===== config.mk =====
export PLATFORM = sky130hd
export DESIGN_NAME = pwm_multi_generator
export DESIGN_NICKNAME = d
export VERILOG_FILES = /design/src/rtl/pwm_pkg.sv /design/src/rtl/pwm_channel.sv /design/src/rtl/pwm_multi_generator.sv
export SDC_FILE = /design/constraint.sdc
export NUM_CORES = 1
export LEC_CHECK = 0
export CAP_MARGIN = 20
export CORE_MARGIN = 1
export CORE_UTILIZATION = 45
export CTS_CLUSTER_DIAMETER = 50
export DETAILED_ROUTE_END_ITERATION = 8
export GPL_ROUTABILITY_DRIVEN = 1
export SYNTH_ARGS = -nofsm -noshare
export SYNTH_HDL_FRONTEND = slang
export SYNTH_HIERARCHICAL = 1
export SYNTH_SLANG_ARGS = --single-unit
export TNS_END_PERCENT = 10

===== constraint.sdc =====
create_clock -name clk -period 3.7 [get_ports clk]
set_input_delay 0.555 -clock clk [delete_from_list [all_inputs] [get_ports clk]]
set_output_delay 0.555 -clock clk [all_outputs]
set_load 0.03 [all_outputs]

===== src/rtl/pwm_pkg.sv =====
// Shared types and reset constants for the multi-channel PWM generator.
package pwm_pkg;

    typedef enum logic {
        PWM_MODE_EDGE   = 1'b0,
        PWM_MODE_CENTER = 1'b1
    } pwm_mode_e;

    typedef enum logic {
        DIR_DOWN = 1'b0,
        DIR_UP   = 1'b1
    } pwm_dir_e;

    localparam pwm_mode_e MODE_RESET = PWM_MODE_EDGE;
    // The period resets to all ones at whatever WIDTH the generator is built with.
    localparam logic PERIOD_RESET_FILL = 1'b1;

endpackage


===== src/rtl/pwm_channel.sv =====
// One PWM output: shadow duty written by software, active duty reloaded on load,
// and a registered compare against the shared counter.
module pwm_channel #(
    parameter int WIDTH = 8
) (
    input  logic             clk,
    input  logic             reset_n,
    input  logic             wr,
    input  logic [WIDTH-1:0] wr_data,
    input  logic             load,
    input  logic [WIDTH-1:0] cnt,
    input  logic             en,
    output logic             pwm_out
);

    logic [WIDTH-1:0] duty_shadow;
    logic [WIDTH-1:0] duty_active;

    // NOTE: sequential state uses <= so every register samples pre-edge values;
    // that is what makes the active reg pick up the old shadow when a write lands
    // on the same edge.
    always_ff @(posedge clk) begin
        if (!reset_n) begin
            duty_shadow <= '0;
            duty_active <= '0;
            pwm_out     <= 1'b0;
        end else begin
            if (wr) begin
                duty_shadow <= wr_data;
            end
            if (load) begin
                duty_active <= duty_shadow;
            end
            pwm_out <= en && (cnt < duty_active);
        end
    end

endmodule


===== src/rtl/pwm_multi_generator.sv =====
// Shared period counter (edge or centre aligned) driving CHANNELS double-buffered
// PWM comparators, with programmable period and a registered period_tick.
module pwm_multi_generator
    import pwm_pkg::*;
#(
    parameter int CHANNELS = 4,
    parameter int WIDTH    = 8,
    parameter int CH_W     = (CHANNELS > 1) ? $clog2(CHANNELS) : 1
) (
    input  logic                clk,
    input  logic                reset_n,
    input  logic                en,
    input  logic                wr_en,
    input  logic [CH_W-1:0]     wr_ch,
    input  logic [WIDTH-1:0]    wr_data,
    input  logic                cfg_wr,
    input  logic [WIDTH-1:0]    cfg_period,
    input  logic                cfg_mode,
    output logic [CHANNELS-1:0] pwm_out,
    output logic                period_tick
);

    logic [WIDTH-1:0] cnt;
    logic [WIDTH-1:0] cnt_next;
    pwm_dir_e         dir;
    pwm_dir_e         dir_next;
    logic [WIDTH-1:0] period_shadow;
    logic [WIDTH-1:0] period_active;
    pwm_mode_e        mode_shadow;
    pwm_mode_e        mode_active;
    logic             boundary;
    logic             after_boundary;
    logic             load;

    // NOTE: every always_comb output gets a default first so no path leaves it
    // unassigned and infers a latch.
    always_comb begin
        boundary = 1'b0;
        if (en) begin
            if (period_active == '0) begin
                boundary = 1'b1;
            end else if (mode_active == PWM_MODE_EDGE) begin
                boundary = (cnt == period_active);
            end else begin
                boundary = (dir == DIR_DOWN) && (cnt == '0);
            end
        end
    end

    // After a boundary the counter follows the rule of the newly loaded mode.
    always_comb begin
        cnt_next = '0;
        dir_next = DIR_DOWN;
        if (en) begin
            if (boundary) begin
                if (mode_shadow == PWM_MODE_CENTER) begin
                    dir_next = DIR_UP;
                    cnt_next = (period_shadow == '0) ? '0 : WIDTH'(1);
                end
            end else if (mode_active == PWM_MODE_EDGE) begin
                cnt_next = cnt + WIDTH'(1);
            end else if (dir == DIR_UP && cnt != period_active) begin
                dir_next = DIR_UP;
                cnt_next = cnt + WIDTH'(1);
            end else begin
                cnt_next = cnt - WIDTH'(1);
            end
        end
    end

    assign load = boundary || !en;

    always_ff @(posedge clk) begin
        if (!reset_n) begin
            cnt            <= '0;
            dir            <= DIR_DOWN;
            period_shadow  <= {WIDTH{PERIOD_RESET_FILL}};
            period_active  <= {WIDTH{PERIOD_RESET_FILL}};
            mode_shadow    <= MODE_RESET;
            mode_active    <= MODE_RESET;
            after_boundary <= 1'b0;
            period_tick    <= 1'b0;
        end else begin
            if (cfg_wr) begin
                period_shadow <= cfg_period;
                mode_shadow   <= pwm_mode_e'(cfg_mode);
            end
            if (load) begin
                period_active <= period_shadow;
                mode_active   <= mode_shadow;
            end
            cnt            <= cnt_next;
            dir            <= dir_next;
            after_boundary <= boundary;
            period_tick    <= en && after_boundary;
        end
    end

    for (genvar i = 0; i < CHANNELS; i++) begin : g_ch
        pwm_channel #(
            .WIDTH(WIDTH)
        ) u_channel (
            .clk     (clk),
            .reset_n (reset_n),
            .wr      (wr_en && (wr_ch == CH_W'(i))),
            .wr_data (wr_data),
            .load    (load),
            .cnt     (cnt),
            .en      (en),
            .pwm_out (pwm_out[i])
        );
    end

endmodule


# After elaboration in Yosys (flattened, before gate mapping)
# Cells that the tools add are included.
[word_totals]
reg_bits = 97
latchBits = 0
ramBits = 0
rom_bits = 0
word_cells = 62
memories = 0
[classes]
n_addsub = 2
n_mul = 0
n_div = 0
magnitude_cmp = 4
n_eq_ne = 5
n_shift = 0
muxes = 12
bitwise_logic = 1
reduce_logical = 18
[op_table]
columns = ["op", "count"]
rows = [
  ["$lt A8 B8 Y1", 4],
  ["$logic_not A8 Y1", 3],
  ["$mux W8", 3],
  ["$logic_and A1 B1 Y1", 11],
  ["$mux W1", 9],
  ["$add A8 B1 Y8 const B", 1],
  ["$eq A8 B8 Y1", 1],
  ["$ne A8 B8 Y1", 1],
  ["$sub A8 B1 Y8 const B", 1],
  ["$eq A2 B2 Y1 const B", 2],
  ["$eq A2 B1 Y1 const B", 1],
  ["$logic_not A2 Y1", 1],
  ["$reduce_and A2 Y1", 1],
  ["$logic_not A1 Y1", 1],
  ["$logic_or A1 B1 Y1", 1],
  ["$not A1 Y1", 1],
]

# Longest topological paths before layout
# Gate-level depths: netlist of run 1.
[logic_depth]
depth_word = 6
ltp_mapped = 10
ltp_nobuf = 8

# By module
# The synthesis of run 1 kept the hierarchy.
[modules_own_cells]
columns = ["mod", "instances", "cells_per_inst", "area_each_um2"]
rows = [
  ["pwm_channel", 4, 75, 797.0],
  ["pwm_multi_generator", 1, 162, 1490.2],
]

# Worst setup path after synthesis of run 1
# OpenSTA, ideal clock, no wires.
[synth_timing]
path_kind = "reg2reg"
startpoint = "reg cnt[5]"
endpoint = "reg g_ch[0].u_channel.duty_active[0]"
setup_ns = 0.116
arrival_ns = 1.952
slack_ns = 1.632
stages_incl_launch_ff = 10
synth_period_minus_slack_ns = 2.068
path_cell_list = "dfxtp_1 > xnor2_1 > nand4_2 > nor3_2 > and3b_1 > buf_6 > inv_1 > buf_2 > mux2i_1 > nor2b_1"
[synth_via]
elab_chain_cells = 6
word_cells_on_any_way = 7
cone_classes = "1 x eq/ne; 3 x mux; 3 x reduce/logical"
[synth_lines]
columns = ["item", "line_no", "source"]
rows = [
  ["start: declaration", "pwm_multi_generator.sv:23", "logic [WIDTH-1:0] cnt;"],
  ["start signal: assignment", "pwm_multi_generator.sv:92", "cnt <= cnt_next;"],
  ["$logic_not A8 Y1", "pwm_multi_generator.sv:45", "boundary = (dir == DIR_DOWN) && (cnt == '0);"],
  ["$logic_and A1 B1 Y1", "pwm_multi_generator.sv:45", ""],
  ["$mux W1 (*)", "pwm_multi_generator.sv:42", "end else if (mode_active == PWM_MODE_EDGE) begin"],
  ["$mux W1 (*)", "pwm_multi_generator.sv:40", "if (period_active == '0) begin"],
  ["$mux W1 (*)", "pwm_multi_generator.sv:39", "if (en) begin"],
  ["$logic_or A1 B1 Y1 (*)", "pwm_multi_generator.sv:71", "assign load = boundary || !en;"],
  ["named net load", "pwm_multi_generator.sv:33", "logic load;"],
  ["end signal: assignment", "pwm_channel.sv:32", "duty_active <= duty_shadow;"],
  ["end: declaration", "pwm_channel.sv:17", "logic [WIDTH-1:0] duty_active;"],
]
# The timed path passes the listed nets; every way through them passes the cells marked *.
# A chain may end at the register's enable or synchronous reset.

# Worst setup path in the final report of run 1
[layout_timing]
startpoint = "reg cnt[5]"
endpoint = "reg g_ch[1].u_channel.duty_active[7]"
[layout_via]
elab_chain_cells = 6
word_cells_on_any_way = 7
cone_classes = "1 x eq/ne; 3 x mux; 3 x reduce/logical"
[layout_lines]
columns = ["item", "line_no"]
rows = [
  ["$logic_not A8 Y1", "pwm_multi_generator.sv:45"],
  ["$logic_and A1 B1 Y1", "pwm_multi_generator.sv:45"],
  ["$mux W1 (*)", "pwm_multi_generator.sv:42"],
  ["$mux W1 (*)", "pwm_multi_generator.sv:40"],
  ["$mux W1 (*)", "pwm_multi_generator.sv:39"],
  ["$logic_or A1 B1 Y1 (*)", "pwm_multi_generator.sv:71"],
  ["named net load", "pwm_multi_generator.sv:33"],
  ["end signal: assignment", "pwm_channel.sv:32"],
  ["end: declaration", "pwm_channel.sv:17"],
]
# Marks and branches as above.

==> flow_summary.yaml, run 1 <==
cts:
  htree_levels: 3
  cts.sinks: 97
  path_clk_slew_ns: 0.09
  clock_latency_ns: 0.36
  cts_tree: "built"
  cts_root_buf: "clkbuf_8"
  numCtsBuffers: 9
  cts_buffer_depth: 2
  cts_hold_buf: 0
  post-cts-setup-buffer-count: 0
  cts_resized: 0
worst_setup_path:
  r2r-start: "cnt[5]"
  crit_path_cell_trace: "xnor2_1 > nand4_2 > nor3_2 > and3b_1 > inv_1 > buf_4 > mux2i_1 > nor2b_1"
  worstSetupStartpointType: "flop"
  critPathBufInv: 2
  cp.arrival_ns: 3.02
  reg2reg_slack_ns: 0.93
  crit_path_start: "cnt[5]"
  cp-end-kind: "flop"
  r2r_cells: 8
  crit_family: "simple AND/OR/NAND/NOR gates"
  reg2reg_to: "g_ch[1].u_channel/duty_active[7]"
  worstPathMaxFanout: 32
  critical-path-slowest-cell: "dfxtp_1"
  criticalPathCategory: "flop to flop"
  crit_required_ns: 3.95
  max_stage_delay_ns: 0.68
logic_synthesis:
  synth_compound_area_frac: 0.0690
  synth_edf_count: 0
  yosys.area_share.simple: 0.193
  synth-xor-area-share: 0.0168
  ys_warn_count: 6
  ys_ff_latch: 97
  syn_area_um2: 4680
  synthCells: 462
  synth_area_per_cell_um2: 10.1
  synth_nets: 517
  muxShareOfSynthArea: 0.175
  synth_cell_types: 40
  synth_top_family_by_area: "simple AND/OR/NAND/NOR gates"
  ys_async_sr_fraction: 0
  synthAdderAreaFrac: 0.0829
  seq_area_frac_synth: 0.415
  synthFlopType: "dfxtp_1"
power:
  seqPwrFrac: 0.529
  power_leakage_uw: 0.00201
  power_density_nw_per_um2: 397
  power.internal_uw: 1580
  combPwrFrac: 0.103
  swShare: 0.247
  p_clk_frac: 0.369
  vdd_drop_max_mv: 0.199
  power.switching_uw: 518
layout:
  drive_gt1_frac: 0.0633
  diodes: 0
  register_area_um2: 1940
  fillCellCount: 958
  layout_commonest_cell: "dfxtp_1"
  areaGrowthSynthToFinish_pct: 12.5
  fin_util: 0.531
  nets: 540
  multi_input_area_um2: 2510
  final_cell_mix: "dfxtp_1 (97), mux2i_1 (82), nor2b_1 (66)"
die:
  num_rows: 36
  die_h_um: 104
  start_util: 0.472
  die_w_um: 104
  ios: 29
  die-area_um2: 10800
  core_um2: 9910
min_path:
  min_delay_worst_endpoint: "period_tick"
  min-delay-start: "after_boundary"
  min_path_type: "flop to flop"
  holdPathStages: 1
timing:
  skew_ns: 0.0105
  post-route-min-period_ns: 2.77
  post-route-period-util: 0.748
  setup_tns_ns: 0
  final-setup-viol-count: 0
  rsz0062_at_grt: "no"
  final_hold_viol_count: 0
  fmax_mhz: 361
  worst_pin_slew_ns: 1.00
  slew_viol_final: 0
  max_slew_margin: 0.328
routing:
  viasPerCell: 5.10
  vias: 3177
  dr.pass1.iters: 4
  remaining_drc_errors: 0
  wl_per_cell_um: 15.4
  drtIter0Drc: 92
  ant_nets: 0
  totalWireLength_um: 9590
global_route:
  grt_pass1_vias: 3108
  grt_max_degree: 84
  antenna_found_initial: 0
  grt-ovfl-total: 0
  grt_pass1_wl_um: 16200
  track_usage: 0.190
place:
  gp_congestion: 0.830
  portBuffers: 28
  dp_hpwl_um: 6770
run:
  maxCapViolations: 0
run_status:
  status: "finished, final reports clean"
==> registers in the layout (all words and copies together), names as in the netlist, 4 cells and up <==
signal,flops
cnt,8
g_ch.u_channel/duty_active,32
g_ch.u_channel/duty_shadow,32
g_ch.u_channel/pwm_out,4
period_active,8
period_shadow,8
==> power groups by stage <==
stage / clock, uW / sequential (uW) / combinational (uW)
after global routing: 840 / 1110 / 237
after CTS: 794 / 1110 / 217
after floorplan: 0 / 1120 / 146
final: 772 / 1110 / 215
after detailed placement: 0 / 1130 / 216
after global placement: 0 / 1130 / 214
==> how the worst max path moves through the flow <==
stage / cells after the start / endpoint / slack [ns]
after floorplan: 9 / g_ch[0].u_channel/duty_active[0] / 1.63
after global placement: 8 / g_ch[3].u_channel/duty_active[3] / 0.98
after detailed placement: 8 / g_ch[2].u_channel/duty_active[0] / 0.96
after CTS: 8 / g_ch[1].u_channel/duty_active[7] / 0.92
after global routing: 8 / g_ch[0].u_channel/duty_active[5] / 0.69
final: 8 / g_ch[1].u_channel/duty_active[7] / 0.93
==> area by class of cell <==
cell class / count / share of cell area
inverters: 31 / 0.0221
clock inverters: 7 / 0.0190
repair buffers: 32 / 0.0580
well taps: 133 / 0.0316
flip-flops and latches: 97 / 0.369
multi-input cells: 314 / 0.477
clock buffers: 9 / 0.0235
==> logic make-up (layout without fill, tap and decap cells) <==
logic type / after synthesis / in the layout
AOI/OAI and AO/OA: 42 / 42
buffers and inverters: 51 / 79
xor gates and xnor gates: 9 / 9
DFF: 97 / 97
and+or+nand+nor: 150 / 150
muxes: 82 / 82
adders and majority gates: 31 / 31
==> Yosys cell counts, drive strengths merged (7+ instances only) <==
cell    count  share of area
and3        7         0.0094
and3b       8          0.015
buf        12          0.017
clkbuf      8         0.0064
dfxtp      97           0.42
ha         31          0.083
inv        31          0.025
mux2i      82           0.18
nand2      30          0.024
nor2b      66          0.088
nor3        9          0.011
nor4        7          0.013
o21ai       8         0.0086
xnor2       8          0.015
==> routing by layer <==
| layer | share of wire | vias to the layer above | track usage |
|---|---|---|---|
| met5 | 0 | - | 0 |
| met4 | 0.0097 | 0 | 0.0612 |
| met3 | 0.022 | 9 | 0.0301 |
| met2 | 0.44 | 27 | 0.283 |
| met1 | 0.53 | 1490 | 0.278 |
| li1 | - | 1651 | - |
==> through the flow <==
step           power, uW  cell area (um^2)  std cells  hold slack (ns)  worst slack, ns
5_1_grt             2190              5270        623            0.513            0.688
2_1_floorplan       1270              4680        462            0.437             1.63
3_3_place_gp        1340              5040        607            0.442            0.985
6_report            2090              5270        623            0.471            0.932
4_1_cts             2120              5270        623            0.469            0.917
3_5_place_dp        1350              5040        607            0.446            0.957
Power figures use the tool's default switching activity.
==> inputs of run 2 (changes only) <==
Settings changed: PLACE_DENSITY set to 0.66.
Clock period 3.7 ns to 2.4 ns, I/O delays scaled along.
==> flow_summary.yaml, run 2 (same netlist as run 1, synthesis figures left out) <==
timing:
  max_slew_margin: 0.662
  post-route-min-period_ns: 2.11
  setup_tns_ns: 0
  fmax_mhz: 475
  final-setup-viol-count: 0
  rsz0062_at_grt: "no"
  post-route-period-util: 0.877
  final_hold_viol_count: 0
  worst_pin_slew_ns: 0.505
  slew_viol_final: 0
  skew_ns: 0.0104
cts:
  clock_latency_ns: 0.36
  numCtsBuffers: 9
  cts.sinks: 97
  htree_levels: 3
  cts_hold_buf: 0
  path_clk_slew_ns: 0.09
  cts_tree: "built"
  cts_root_buf: "clkbuf_8"
  cts_buffer_depth: 2
routing:
  viasPerCell: 5.10
  dr.pass1.iters: 5
  ant_nets: 0
  wl_per_cell_um: 15.5
  remaining_drc_errors: 0
  vias: 3245
  totalWireLength_um: 9860
  drtIter0Drc: 175
die:
  ios: 29
  start_util: 0.472
  die_h_um: 104
  die_w_um: 104
  die-area_um2: 10800
  num_rows: 36
  core_um2: 9910
global_route:
  track_usage: 0.193
  grt_max_degree: 52
  grt-ovfl-total: 0
  grt_pass1_vias: 3172
  grt_pass1_wl_um: 16500
  antenna_found_initial: 0
worst_setup_path:
  reg2reg_to: "g_ch[2].u_channel/duty_active[1]"
  r2r_cells: 8
  worstPathMaxFanout: 11
  r2r-start: "cnt[6]"
  criticalPathCategory: "flop to flop"
  reg2reg_slack_ns: 0.29
  cp.arrival_ns: 2.36
  worstSetupStartpointType: "flop"
  cp-end-kind: "flop"
  crit_required_ns: 2.65
layout:
  reg_top3: "g_ch.u_channel/duty_active (32), g_ch.u_channel/duty_shadow (32)"
  layout_commonest_cell: "dfxtp_1"
  diodes: 0
  drive_gt1_frac: 0.0895
  final_cell_mix: "dfxtp_1 (96), mux2i_1 (82), nor2b_1 (66)"
  fin_util: 0.541
  nets: 554
  areaGrowthSynthToFinish_pct: 14.6
min_path:
  min_path_type: "primary input to flop"
  min_delay_worst_endpoint: "g_ch[3].u_channel/duty_shadow[7]"
  holdPathStages: 2
  min-delay-start: "reset_n"
power:
  power_leakage_uw: 0.00206
  power_density_nw_per_um2: 580
  vdd_drop_max_mv: 0.290
  p_total_uw: 3110
place:
  portBuffers: 28
  dp_hpwl_um: 7300
  gp_congestion: 0.889
run:
  maxCapViolations: 0
run_status:
  status: "finished, final reports clean"
## run 2: layout make-up
| cell class | instances | area [um^2] |
|---|---|---|
| fillers | 904 | 4550 |
| multi-input cells | 314 | 2520 |
| flip-flops and latches | 97 | 1940 |
| repair buffers | 46 | 423 |
| well taps | 133 | 166 |
| clock buffers | 11 | 141 |
| inverters | 31 | 116 |
| clock inverters | 4 | 53.8 |
## run 2: worst max path at each step
stage,endpoint,cells past startpoint,startpoint
6_report,g_ch[2].u_channel/duty_active[1],8,cnt[6]
5_1_grt,g_ch[2].u_channel/duty_active[0],8,cnt[6]
4_1_cts,g_ch[0].u_channel/duty_active[1],8,cnt[3]
3_5_place_dp,g_ch[0].u_channel/duty_active[1],8,cnt[3]
3_3_place_gp,g_ch[3].u_channel/duty_active[1],8,cnt[3]
2_1_floorplan,g_ch[0].u_channel/duty_active[0],9,cnt[5]
## run 2: where the power goes
group          internal, uW  switching (uW)  total [uW]  leakage, uW
logic                   183             177         360      0.00118
registers              1660            35.6        1690     0.000789
clock network           507             550        1060    0.0000916
## run 2: metal layers
metal	part of all wire	global-route usage	up-vias
met3	0.035	0.0451	9
met1	0.48	0.253	1507
met2	0.47	0.313	59
met5	0	0	-
li1	-	-	1670
met4	0.010	0.0643	0
## run 2: repair_timing
action / 4_1_cts / 5_1_grt
setup endpoints to repair: 0 / 1
buffers inserted: 0 / 0
gates resized for setup: 0 / 1
## run 2: metrics by stage
stage | setup WS (ns) | hold slack [ns] | cells | cell area [um^2]
global route | 0.0743 | 0.450 | 636 | 5360
global placement | 0.361 | 0.444 | 621 | 5160
floorplan | 0.332 | 0.437 | 462 | 4680
finish | 0.294 | 0.459 | 636 | 5360
detailed placement | 0.260 | 0.446 | 621 | 5160
CTS | 0.246 | 0.437 | 636 | 5360
## run 2: worst max-delay path: stages, from the launching register on
cell and delay (ns):
dfxtp_1 0.54, xnor2_1 0.17, nand4_1 0.19, nor3_2 0.24, and3b_1 0.23, inv_1 0.11
buf_4 0.24, mux2i_1 0.21, nor2b_1 0.06
